**src/rtl/pll_reset_sequencer_pkg.sv**
```systemverilog
// pll_seq_pkg: state encoding and counter sizing helper for the PLL reset sequencer
package pll_seq_pkg;
  typedef enum logic [2:0] {
    PLL_RST   = 3'd0,
    WAIT_LOCK = 3'd1,
    STABLE    = 3'd2,
    RUN       = 3'd3,
    FAULT     = 3'd4
  } state_e;
  function automatic int clog2(input int v);
    int r;
    r = 0;
    for (int i = 0; i < 31; i++) r = ((1 << i) < v) ? i + 1 : r;
    return r;
  endfunction
endpackage

```
**src/rtl/pll_reset_sequencer_if.sv**
```systemverilog
// pll_reset_sequencer_if: PLL control/status bundle between the sequencer and its surroundings
interface pll_reset_sequencer_if;
  logic       pll_lock_i;
  logic       pll_resetb_o;
  logic       sys_reset_o;
  logic       ready_o;
  logic       fault_o;
  logic [2:0] state_o;
  logic [3:0] retry_count_o;
  logic [7:0] lock_loss_count_o;
  modport master (
    input  pll_lock_i,
    output pll_resetb_o, sys_reset_o, ready_o, fault_o, state_o, retry_count_o, lock_loss_count_o
  );
  modport slave (
    output pll_lock_i,
    input  pll_resetb_o, sys_reset_o, ready_o, fault_o, state_o, retry_count_o, lock_loss_count_o
  );
endinterface

```
**src/rtl/pll_reset_sequencer_sync_ff.sv**
```systemverilog
// sync_ff: multi-flop synchroniser bringing an asynchronous level into the clk domain
module sync_ff #(
  parameter int STAGES = 2
) (
  input  logic clk,
  input  logic reset,
  input  logic d_i,
  output logic q_o
);
  logic [STAGES-1:0] sync_q;
  // shift the raw input through the chain, cleared by reset
  always_ff @(posedge clk)
    sync_q <= reset ? '0 : {sync_q[STAGES-2:0], d_i};
  assign q_o = sync_q[STAGES-1];
endmodule

```
**src/rtl/pll_reset_sequencer.sv**
```systemverilog
// pll_reset_sequencer: drives PLL RESETB, waits for stable lock, then releases the display reset
module pll_reset_sequencer
  import pll_seq_pkg::*;
#(
  parameter int RESET_CYCLES  = 16,
  parameter int LOCK_TIMEOUT  = 16000,
  parameter int STABLE_CYCLES = 1024,
  parameter int MAX_RETRIES   = 4,
  parameter int SYNC_STAGES   = 2
) (
  input logic                  clk,
  input logic                  reset,
  pll_reset_sequencer_if.master bus
);
  localparam int CMAX = (RESET_CYCLES > LOCK_TIMEOUT) ?
                        ((RESET_CYCLES > STABLE_CYCLES) ? RESET_CYCLES : STABLE_CYCLES) :
                        ((LOCK_TIMEOUT > STABLE_CYCLES) ? LOCK_TIMEOUT : STABLE_CYCLES);
  localparam int CW = (clog2(CMAX) > 0) ? clog2(CMAX) : 1;
  state_e        state_q, state_d;
  logic [CW-1:0] cnt_q;
  logic [3:0]    retry_q, retry_d;
  logic [7:0]    loss_q, loss_d;
  logic          resetb_q, sys_reset_q, ready_q, fault_q;
  logic          lock_s;
  sync_ff #(.STAGES(SYNC_STAGES)) u_sync (
    .clk   (clk),
    .reset (reset),
    .d_i   (bus.pll_lock_i),
    .q_o   (lock_s)
  );
  // next state and retry/loss bookkeeping; lock beats a coincident timeout
  always_comb begin
    state_d = state_q;
    retry_d = retry_q;
    loss_d  = loss_q;
    case (state_q)
      PLL_RST:   state_d = (cnt_q == CW'(RESET_CYCLES - 1)) ? WAIT_LOCK : PLL_RST;
      WAIT_LOCK: begin
        if (lock_s) state_d = STABLE;
        else if (cnt_q == CW'(LOCK_TIMEOUT - 1)) begin
          retry_d = retry_q + 4'd1;
          state_d = (retry_d == 4'(MAX_RETRIES)) ? FAULT : PLL_RST;
        end
      end
      STABLE:    state_d = !lock_s ? WAIT_LOCK : (cnt_q == CW'(STABLE_CYCLES - 1)) ? RUN : STABLE;
      RUN: begin
        if (!lock_s) begin
          state_d = PLL_RST;
          loss_d  = (loss_q == 8'hff) ? loss_q : loss_q + 8'd1;
        end
      end
      FAULT:     state_d = FAULT;
      default:   state_d = PLL_RST;
    endcase
    retry_d = (state_d == RUN) ? 4'd0 : retry_d;
  end
  // state, cycle counter and outputs registered from the state being entered
  always_ff @(posedge clk)
    if (reset) begin
      state_q     <= PLL_RST;
      cnt_q       <= '0;
      retry_q     <= '0;
      loss_q      <= '0;
      resetb_q    <= 1'b0;
      sys_reset_q <= 1'b1;
      ready_q     <= 1'b0;
      fault_q     <= 1'b0;
    end else begin
      state_q     <= state_d;
      cnt_q       <= (state_d != state_q) ? '0 :
                     (state_q inside {PLL_RST, WAIT_LOCK, STABLE}) ? cnt_q + 1'b1 : cnt_q;
      retry_q     <= retry_d;
      loss_q      <= loss_d;
      resetb_q    <= state_d inside {WAIT_LOCK, STABLE, RUN};
      sys_reset_q <= state_d != RUN;
      ready_q     <= state_d == RUN;
      fault_q     <= state_d == FAULT;
    end
  assign bus.pll_resetb_o      = resetb_q;
  assign bus.sys_reset_o       = sys_reset_q;
  assign bus.ready_o           = ready_q;
  assign bus.fault_o           = fault_q;
  assign bus.state_o           = state_q;
  assign bus.retry_count_o     = retry_q;
  assign bus.lock_loss_count_o = loss_q;
endmodule
```
**src/flat_wrapper.sv**
```systemverilog
// flat-port wrapper written by rule: the top's interface ports become plain ports
module pll_reset_sequencer_flat import pll_seq_pkg::*;
#(
  parameter int RESET_CYCLES  = 16,
  parameter int LOCK_TIMEOUT  = 16000,
  parameter int STABLE_CYCLES = 1024,
  parameter int MAX_RETRIES   = 4,
  parameter int SYNC_STAGES   = 2
)
  (clk, reset, bus_pll_lock_i, bus_pll_resetb_o, bus_sys_reset_o, bus_ready_o, bus_fault_o, bus_state_o, bus_retry_count_o, bus_lock_loss_count_o);
  pll_reset_sequencer_if bus_i ();
  input logic clk;
  input logic reset;
  input wire logic [$bits(bus_i.pll_lock_i)-1:0] bus_pll_lock_i;
  output wire logic [$bits(bus_i.pll_resetb_o)-1:0] bus_pll_resetb_o;
  output wire logic [$bits(bus_i.sys_reset_o)-1:0] bus_sys_reset_o;
  output wire logic [$bits(bus_i.ready_o)-1:0] bus_ready_o;
  output wire logic [$bits(bus_i.fault_o)-1:0] bus_fault_o;
  output wire logic [$bits(bus_i.state_o)-1:0] bus_state_o;
  output wire logic [$bits(bus_i.retry_count_o)-1:0] bus_retry_count_o;
  output wire logic [$bits(bus_i.lock_loss_count_o)-1:0] bus_lock_loss_count_o;
  assign bus_i.pll_lock_i = bus_pll_lock_i;
  assign bus_pll_resetb_o = bus_i.pll_resetb_o;
  assign bus_sys_reset_o = bus_i.sys_reset_o;
  assign bus_ready_o = bus_i.ready_o;
  assign bus_fault_o = bus_i.fault_o;
  assign bus_state_o = bus_i.state_o;
  assign bus_retry_count_o = bus_i.retry_count_o;
  assign bus_lock_loss_count_o = bus_i.lock_loss_count_o;
  pll_reset_sequencer #(.RESET_CYCLES(RESET_CYCLES), .LOCK_TIMEOUT(LOCK_TIMEOUT), .STABLE_CYCLES(STABLE_CYCLES), .MAX_RETRIES(MAX_RETRIES), .SYNC_STAGES(SYNC_STAGES)) u_core (.clk(clk), .reset(reset), .bus(bus_i));
endmodule
```
**config.mk**
```make
export PLATFORM = sky130hd
export DESIGN_NAME = pll_reset_sequencer_flat
export DESIGN_NICKNAME = d
export VERILOG_FILES = /design/src/rtl/pll_reset_sequencer_pkg.sv /design/src/rtl/pll_reset_sequencer_if.sv /design/src/rtl/pll_reset_sequencer_sync_ff.sv /design/src/rtl/pll_reset_sequencer.sv /design/src/flat_wrapper.sv
export SDC_FILE = /design/constraint.sdc
export NUM_CORES = 1
export LEC_CHECK = 0
export CAP_MARGIN = 20
export CELL_PAD_IN_SITES_DETAIL_PLACEMENT = 2
export CELL_PAD_IN_SITES_GLOBAL_PLACEMENT = 2
export CORE_ASPECT_RATIO = 0.9
export CORE_UTILIZATION = 37
export DETAILED_ROUTE_END_ITERATION = 16
export PLACE_DENSITY = 0.88
export SETUP_SLACK_MARGIN = 0.15
export SLEW_MARGIN = 40
export SYNTH_ARGS = -nofsm -noshare
export SYNTH_HDL_FRONTEND = slang
export SYNTH_SLANG_ARGS = --single-unit
```
**constraint.sdc**
```tcl
create_clock -name clk -period 5.39 [get_ports clk]
set_clock_uncertainty 0.1 [all_clocks]
set_input_delay 0.539 -clock clk [delete_from_list [all_inputs] [get_ports clk]]
set_output_delay 0.539 -clock clk [all_outputs]
set_load 0.01 [all_outputs]
```
==> impl_metrics.toml <==
[setup_path]
worst_setup_path_start_kind = "flop"
endpoint_kind = "flop"
worst-setup-path-type = "reg -> reg"
crit_fanout = 11
r2r.worst_path.cells = 6
r2r_start = "u_core.cnt_q[0]"
crit_arrival_ns = 2.43
startpoint = "u_core.cnt_q[0]"
slowest_stage = "o211ai_2"
cpPeakStageDelay_ns = 0.65
path_cells = "ha_1, nand3_4, nor4_1, a2111oi_0, o211ai_2, nor2_2"
cp.required_ns = 5.44

[logic_synthesis]
synthCells = 185
seq_area_frac_synth_pct = 39.72
synthArstFlopShare_pct = 0
netlist_area_mm2 = 0.001764
synth.area.top_cells = "dfxtp_1 (40%), xor2_1 (7.4%), nor2_1 (4.5%)"
synth-main-ff-cell = "dfxtp_1"
synth.distinct_cells = 50
yosysWarnings = 0
syn_nets = 192
synth_edf_count = 0
synth_top_area_share_pct = 39.72
yosys.area.top_type = "dfxtp_1"
synth_seq_cells = 35
avgSynthCellArea_um2 = 9.536

[global_routing]
grt_max_degree = 19
grt_usage_pct = 20.66
antenna_found_initial = 0
grt_pass1_wl_mm = 7.610
grt_pass1_vias = 1490
gr-total-overflow = 0

[cts]
post_cts_resized = 0
clock_sinks = 35
post_cts_buffers = 0
insertion_delay_ns = 0.30
clockBufferDepth = 2
cts_inserted_buffers = 5
htreeDepth = 2
cts_hold_buffers = 0
clk_pin_slew_ns = 0.08
root_buffer = "clkbuf_8"
cts_tree = "yes"

[placement]
io_buffers = 21
dp_hpwl_mm = 3.374
gp_congestion = 0.7521
post_dp_cell_area_mm2 = 0.001996
place_inst = 262

[timing]
rsz0062_at_grt = "no"
hold_viol_final = 0
setup_viol = 0
worst_pin_slew_ns = 0.7533
clock.fmax_mhz = 420.2
whs_ns = 0.3556
finalCriticalPeriod_ns = 2.380
slew_headroom_pct = 49.63
min_period_over_period_pct = 44.16
fin_setup_tns_ns = 0
slew_viol_final = 0

[floorplanning]
die-height_um = 67.51
initial_core_util_pct = 39.05
io_pins = 22
core_area_mm2 = 0.004518
dieArea_mm2 = 0.005048
rows = 23
fp.dieW_um = 74.79

[hold_path]
holdCritStartpoint = "u_core.u_sync.sync_q[0]"
hold-path-cell-count = 1
min_path_type = "reg -> reg"

[drt]
num_vias = 1430
firstDrtPassIters = 4
ant_nets = 0
drc = 0
drt-initial-drc-count = 61
vias_per_cell = 5.296
wl_mm = 4.576
avgRoutedWirePerCell_um = 16.95

[power]
p_seq_share_pct = 50.9
peakVddDrop_uv = 101.1
p_per_area_mw_per_mm2 = 245.9
leakagePower_nw = 0.7347
netSwitchingPower_mw = 0.1141
power_frac_clock_pct = 46.3
sw_frac_of_total_pct = 22.01
design_power_total_mw = 0.5184
p_int_mw = 0.4043
combPwrFrac_pct = 2.8

[cells_and_area]
final_cell_count_no_fill = 270
num_antenna_cells = 0
area_growth_pct = 19.50
layout_commonest_cell = "dfxtp_1"
layout_common_cells = "dfxtp_1 (35), nor2_1 (21), clkdlybuf4s50_1 (21)"
final_nets = 214
n_fill_cell = 514
drive_gt1_share_pct = 14.90
stdcell_area_mm2 = 0.002108

[outcome]
status = "complete, no violations"

[job]
max_cap_viol_count = 0
[worst max-delay path, delay by kind of cell (launching register included)]
family | cells | cell delay [ns]
AND/OR/NAND/NOR | 3 | 0.70
AO/OA/AOI/OAI | 2 | 0.81
adder cells (fa/ha/maj) | 1 | 0.25
flip-flops | 1 | 0.37
[cell type report]
| class | instances | area [um^2] | area share (%) |
|---|---|---|---|
| Clock buffer | 5 | 68.82 | 3.264 |
| Sequential cell | 35 | 700.7 | 33.23 |
| Inverter | 3 | 11.26 | 0.5341 |
| Multi-Input combinational cell | 141 | 996.0 | 47.24 |
| Timing Repair Buffer | 21 | 210.2 | 9.970 |
| Tap cell | 62 | 77.57 | 3.680 |
| Clock inverter | 3 | 43.79 | 2.077 |
[path summary, 6_finish.rpt]
kind	end	slack, ns
hold / removal	u_core.u_sync.sync_q[1]	0.36
setup reg to reg	u_core.cnt_q[4]	3.01
setup / recovery	u_core.cnt_q[4]	3.01
hold reg to reg	u_core.u_sync.sync_q[1]	0.36
[registers in the layout (all words and copies together) (netlist names)]
name / flops
u_core.bus.fault_o: 1
u_core.bus.lock_loss_count_o: 8
u_core.bus.pll_resetb_o: 1
u_core.bus.ready_o: 1
u_core.bus.retry_count_o: 4
u_core.bus.state_o: 3
u_core.bus.sys_reset_o: 1
u_core.cnt_q: 14
u_core.u_sync.sync_q: 2
[logic make-up after synthesis]
kind of cell / Yosys count / share of synthesized area (%)
simple gates: 91 / 31.21
flops: 35 / 39.72
xor+xnor: 24 / 11.92
compound gates: 19 / 8.794
buf+inv: 9 / 3.830
fa+ha+maj: 4 / 2.837
mux: 3 / 1.702
[synth_stat cells (2+ instances only)]
cell and number:
dfxtp_1 35, nor2_1 21, xor2_1 15, nand2_1 13, nor2_2 10, xnor2_1 9, nand3_1 8, nand4_1 5
nor2b_1 5, buf_6 4, ha_1 4, a21oi_1 3, and3_1 3, inv_1 3, mux2i_1 3, nor3_1 3
a41oi_1 2, nand2b_1 2, nand3b_1 2, nor3b_1 2, o21ai_0 2, or2_2 2, or4_1 2
[metal layers]
layer  vias up  track usage, %  share of wire (%)
li1        691               -                  -
met1       710           24.48                 45
met2        21           35.14                 50
met3         8           5.672                3.2
met4         0           8.491                1.8
met5         -               0                  0
[per-stage QoR]
| step | worst slack [ns] | utilization (%) |
|---|---|---|
| CTS | 2.997 | 46.66 |
| global placement | 3.128 | 44.17 |
| finish | 3.010 | 46.66 |
| floorplan | 3.524 | - |
| detailed placement | 3.011 | 44.17 |
| global route | 2.826 | 46.66 |
[power groups by stage]
| stage | combinational [mW] | clock (mW) | sequential (mW) |
|---|---|---|---|
| 5_1_grt | 0.0167 | 0.259 | 0.264 |
| 3_3_place_gp | 0.0134 | 0 | 0.270 |
| 4_1_cts | 0.0148 | 0.248 | 0.264 |
| 6_report | 0.0145 | 0.240 | 0.264 |
| 2_1_floorplan | 0.0121 | 0 | 0.269 |
| 3_5_place_dp | 0.0146 | 0 | 0.270 |
(Power assumes the default switching activity.)
==> RTL change 1: new RTL, same settings <==
`STABLE_CYCLES` is set to 1024 in 2 places; all go to 256.
--- a/src/rtl/pll_reset_sequencer.sv
+++ b/src/rtl/pll_reset_sequencer.sv
@@ -5,5 +5,5 @@
   parameter int RESET_CYCLES  = 16,
   parameter int LOCK_TIMEOUT  = 16000,
-  parameter int STABLE_CYCLES = 1024,
+  parameter int STABLE_CYCLES = 256,
   parameter int MAX_RETRIES   = 4,
   parameter int SYNC_STAGES   = 2
--- a/src/flat_wrapper.sv
+++ b/src/flat_wrapper.sv
@@ -4,5 +4,5 @@
   parameter int RESET_CYCLES  = 16,
   parameter int LOCK_TIMEOUT  = 16000,
-  parameter int STABLE_CYCLES = 1024,
+  parameter int STABLE_CYCLES = 256,
   parameter int MAX_RETRIES   = 4,
   parameter int SYNC_STAGES   = 2
Behaviour: no difference found for any inputs over 10 cycles, from zero or initial values and one cycle with reset high; that may be too few to reach the edited logic, so the function may still have changed.
==> RTL change 1 against the unedited design <==
- final cell count rose by 0.74%
- count of clock-buffer cells in the layout increased by 3
- cell area is 0.12% lower
- total power decreased by 5.1%
- wire length increased by 5.8%
- sequential cell count did not move
- sequential power is essentially flat
- synthesized area grew 0.21%
- setup slack improved by 0.16 ns
- critical path type unchanged
- critical endpoint is now u_core.cnt_q[12]$_SDFFE_PP0P_
==> RTL change 1: results (changes against the unedited design) <==
final net count 216 (+0.93%); setup slack of the worst register-to-register path 3.17 ns (+0.16 ns); Max Fanout on Critical Path 12 (+1); overall die width 74.9 µm (+0.11%); Initial DRC Count 43 (-30%); Period minus WS final 2.22 ns (-0.160 ns); outcome completed; minimum hold slack 0.350 ns (-0.00531 ns); clock buffer count 8 (+3); number of distinct library cell variants in the gate-level netlist after synthesis 44 (-12%); total of fill cells in the finished design 497 (-3.3%); normalized max-slew margin 52.6% (+3.0 points); stage delay of the slowest cell on the critical path 0.49 ns (-0.16 ns); final cell area excluding filler cells 0.00211 mm² (-0.12%); number of cells in the design after placement 264 (+0.76%); Syn Area/Cell 9.40 µm² (-1.4%); multi-input combinational cell area 0.00101 mm² (+1.9%); worst slack at placement 2.73 ns (-0.285 ns); synthesized-area fraction occupied by xor and xnor cells 11.4% (-0.52 points); number of multi-input logic gates 144 (+2.1%); Final Routed Wirelength 4840 µm (+5.8%); most instantiated cells after synthesis 35 x sky130_fd_sc_hd__dfxtp_1, 21 x sky130_fd_sc_hd__nor2_1, 14 x sky130_fd_sc_hd__xnor2_1, 13 x sky130_fd_sc_hd__nor3b_1, 10 x sky130_fd_sc_hd__nor3_1; endpoint of the worst register-to-register path u_core.cnt_q[12]$_SDFFE_PP0P_; total number of vias 1445 (+1.0%); post-detailed-route via-to-cell ratio 5.31 (+0.31%); total met3 wirelength after detailed routing 177 µm (+20%); largest net degree at the start of global routing 22 (+3); global-route track usage on met1 24.6% (+0.12 points); share of post-route cells with drive strength above 1 9.05% (-5.9 points); global-route wire length before repair 7920 µm (+4.1%); register share of the cell area 33.3% (+0.039 points); Post-Place Cell Area 0.00201 mm² (+0.75%); Peak supply drop 0.120 mV (+18%); Slowest cell on crit path sky130_fd_sc_hd__o31a_1; M1 WL 2150 µm (+4.8%); proportion of cell area spent on the clock network 4.75% (-0.59 points)
RTL change 1: changes by cell type in the layout (fill, tap and decap cells not counted), moves of 2 or more:
cell and delta:
sky130_fd_sc_hd__a21o_1 +2, sky130_fd_sc_hd__and2_4 +2, sky130_fd_sc_hd__and3_1 +4, sky130_fd_sc_hd__and4_1 +2, sky130_fd_sc_hd__clkbuf_8 +2, sky130_fd_sc_hd__nand2_1 -5, sky130_fd_sc_hd__nor2_2 -10, sky130_fd_sc_hd__nor3_1 +7
sky130_fd_sc_hd__nor3b_1 +11, sky130_fd_sc_hd__or4_1 -2, sky130_fd_sc_hd__xnor2_1 +5, sky130_fd_sc_hd__xor2_1 -6
RTL change 1: power by group:
group          leakage [nW]  total (mW)  internal (mW)  switching [mW]
logic                 0.427      0.0141        0.00736         0.00678
registers             0.283       0.265          0.261         0.00348
clock network        0.0515       0.213          0.117          0.0965
total                 0.761       0.492          0.385           0.107
==> RTL change 2: new RTL, same settings <==
Made on the original files. Reset style: asynchronous (`reset`), changed in one clocked block.
--- a/src/rtl/pll_reset_sequencer.sv
+++ b/src/rtl/pll_reset_sequencer.sv
@@ -56,5 +56,5 @@
   end
   // state, cycle counter and outputs registered from the state being entered
-  always_ff @(posedge clk)
+  always_ff @(posedge clk or posedge reset)
     if (reset) begin
       state_q     <= PLL_RST;
Function: same outputs for any inputs over 10 cycles, from zero or initial values and one cycle with reset high; that may be too few to reach the edited logic, so the function may still have changed.
==> RTL change 2 against the unedited design <==
- hold slack improved by 0.0080 ns
- setup slack got worse by 0.036 ns
- global-route usage decreased by 1.1 points
- core utilization decreased by 0.96 points
- sequential cell count unchanged
- wire length increased by 0.74%
- cell area increased by 4.8%
- via count decreased by 1.7%
- die area increased by 5.2%
- synthesized area increased by 5.3%
- critical endpoint is now u_core.cnt_q[8]$_DFFE_PP0P_
- largest cell class unchanged
Power is not compared: it rests on default switching activity, and its combinational part moved more than twofold at a synthesized area within 25%.
==> RTL change 2: results (changes against the unedited design) <==
outcome completed; Final Routed Wirelength 4610 µm (+0.74%); stage delay of the slowest cell on the critical path 0.53 ns (-0.12 ns); minimum hold slack 0.364 ns (+0.00801 ns); data arrival time at the worst-slack endpoint 2.47 ns (+0.04 ns); number of global-route vias before repair 1636 (+9.8%); net count of the mapped netlist 181 (-5.7%); most instantiated cells after synthesis 32 x sky130_fd_sc_hd__dfrtp_1, 16 x sky130_fd_sc_hd__nand2_1, 16 x sky130_fd_sc_hd__xor2_1, 12 x sky130_fd_sc_hd__nand3_1; met2 routed wirelength 2460 µm (+7.0%); Period minus WS final 2.42 ns (+0.0363 ns); number of distinct library cell variants in the gate-level netlist after synthesis 49 (-2.0%); startpoint of the most critical setup path u_core.cnt_q[0]$_DFFE_PP0P_; share of post-route cells with drive strength above 1 15.7% (+0.75 points); normalized max-slew margin 60.5% (+11 points); number of cells in the design after placement 255 (-2.7%); count of flip-flops with a built-in enable after synthesis 0 (unchanged); post-detailed-route via-to-cell ratio 5.35 (+0.94%); Initial DRC Count 59 (-3.3%); final net count 204 (-4.7%); worst setup path endpoint u_core.cnt_q[8]$_DFFE_PP0P_; async set-reset flop share out of synthesis 94.3% (+94 points); proportion of synthesized chip area in sequential cells 46.7% (+7.0 points); total of fill cells in the finished design 524 (+1.9%); antenna violations before repair 0 (unchanged); Max Fanout on Critical Path 14 (+3); routed wire length per instance 17.5 µm (+3.4%); worst slack at placement 2.78 ns (-0.234 ns); GR Layer Usage met2 34.5% (-0.61 points); Num CTS Buffers 5 (unchanged); largest net degree at the start of global routing 20 (+1); global-route wire length before repair 8050 µm (+5.7%); gate count of the mapped netlist 174 (-5.9%); top routing layer used met4; Total GRT Usage 19.6% (-1.1 points); final weighted congestion in routability-driven placement 0.803 (+6.8%); internal power 0.463 mW; Post-Place Cell Area 0.00212 mm² (+6.1%); M1 WL 1960 µm (-4.4%); Synth area leaders sky130_fd_sc_hd__dfrtp_1 43%, sky130_fd_sc_hd__xor2_1 7.5%, sky130_fd_sc_hd__a21oi_2 4.7%; Slowest cell on crit path sky130_fd_sc_hd__o211ai_4; total met3 wirelength after detailed routing 119 µm (-19%); DP HPWL 3490 µm (+3.6%); global-route track usage on met1 23.0% (-1.4 points); met3 track demand over resource in global routing 3.95% (-1.7 points); setup slack of the worst register-to-register path 2.97 ns (-0.04 ns)
[RTL change 2: cell types whose count changed in the layout (fill, tap and decap cells not counted), sizes merged, moves of 2 or more]
cell	change
a21oi	+13
or2	-2
nand2	+3
or4b	+2
nor2	-21
nand3	+4
a211oi	-2
mux2i	-2
dfxtp	-33
dfrtp	+32
nor3	+2
[RTL change 2: layout make-up]
type	count	area (µm²)	area share, %
Clock buffer	5	68.8	3.11
Clock inverter	3	15.0	0.680
Inverter	3	11.3	0.510
Multi-Input combinational cell	130	948	42.9
Sequential cell	35	867	39.2
Tap cell	65	81.3	3.68
Timing Repair Buffer	22	218	9.85
[RTL change 2: logic make-up (layout without fill, tap and decap cells)]
kind of cell	count (synthesis)	after routing	share of synthesized area, %
xor+xnor	24	24	11.3
simple gates	74	74	24.4
fa+ha+maj	4	4	2.69
flops	35	35	46.7
buf+inv	9	33	2.76
compound gates	26	26	11.0
mux	2	2	1.14
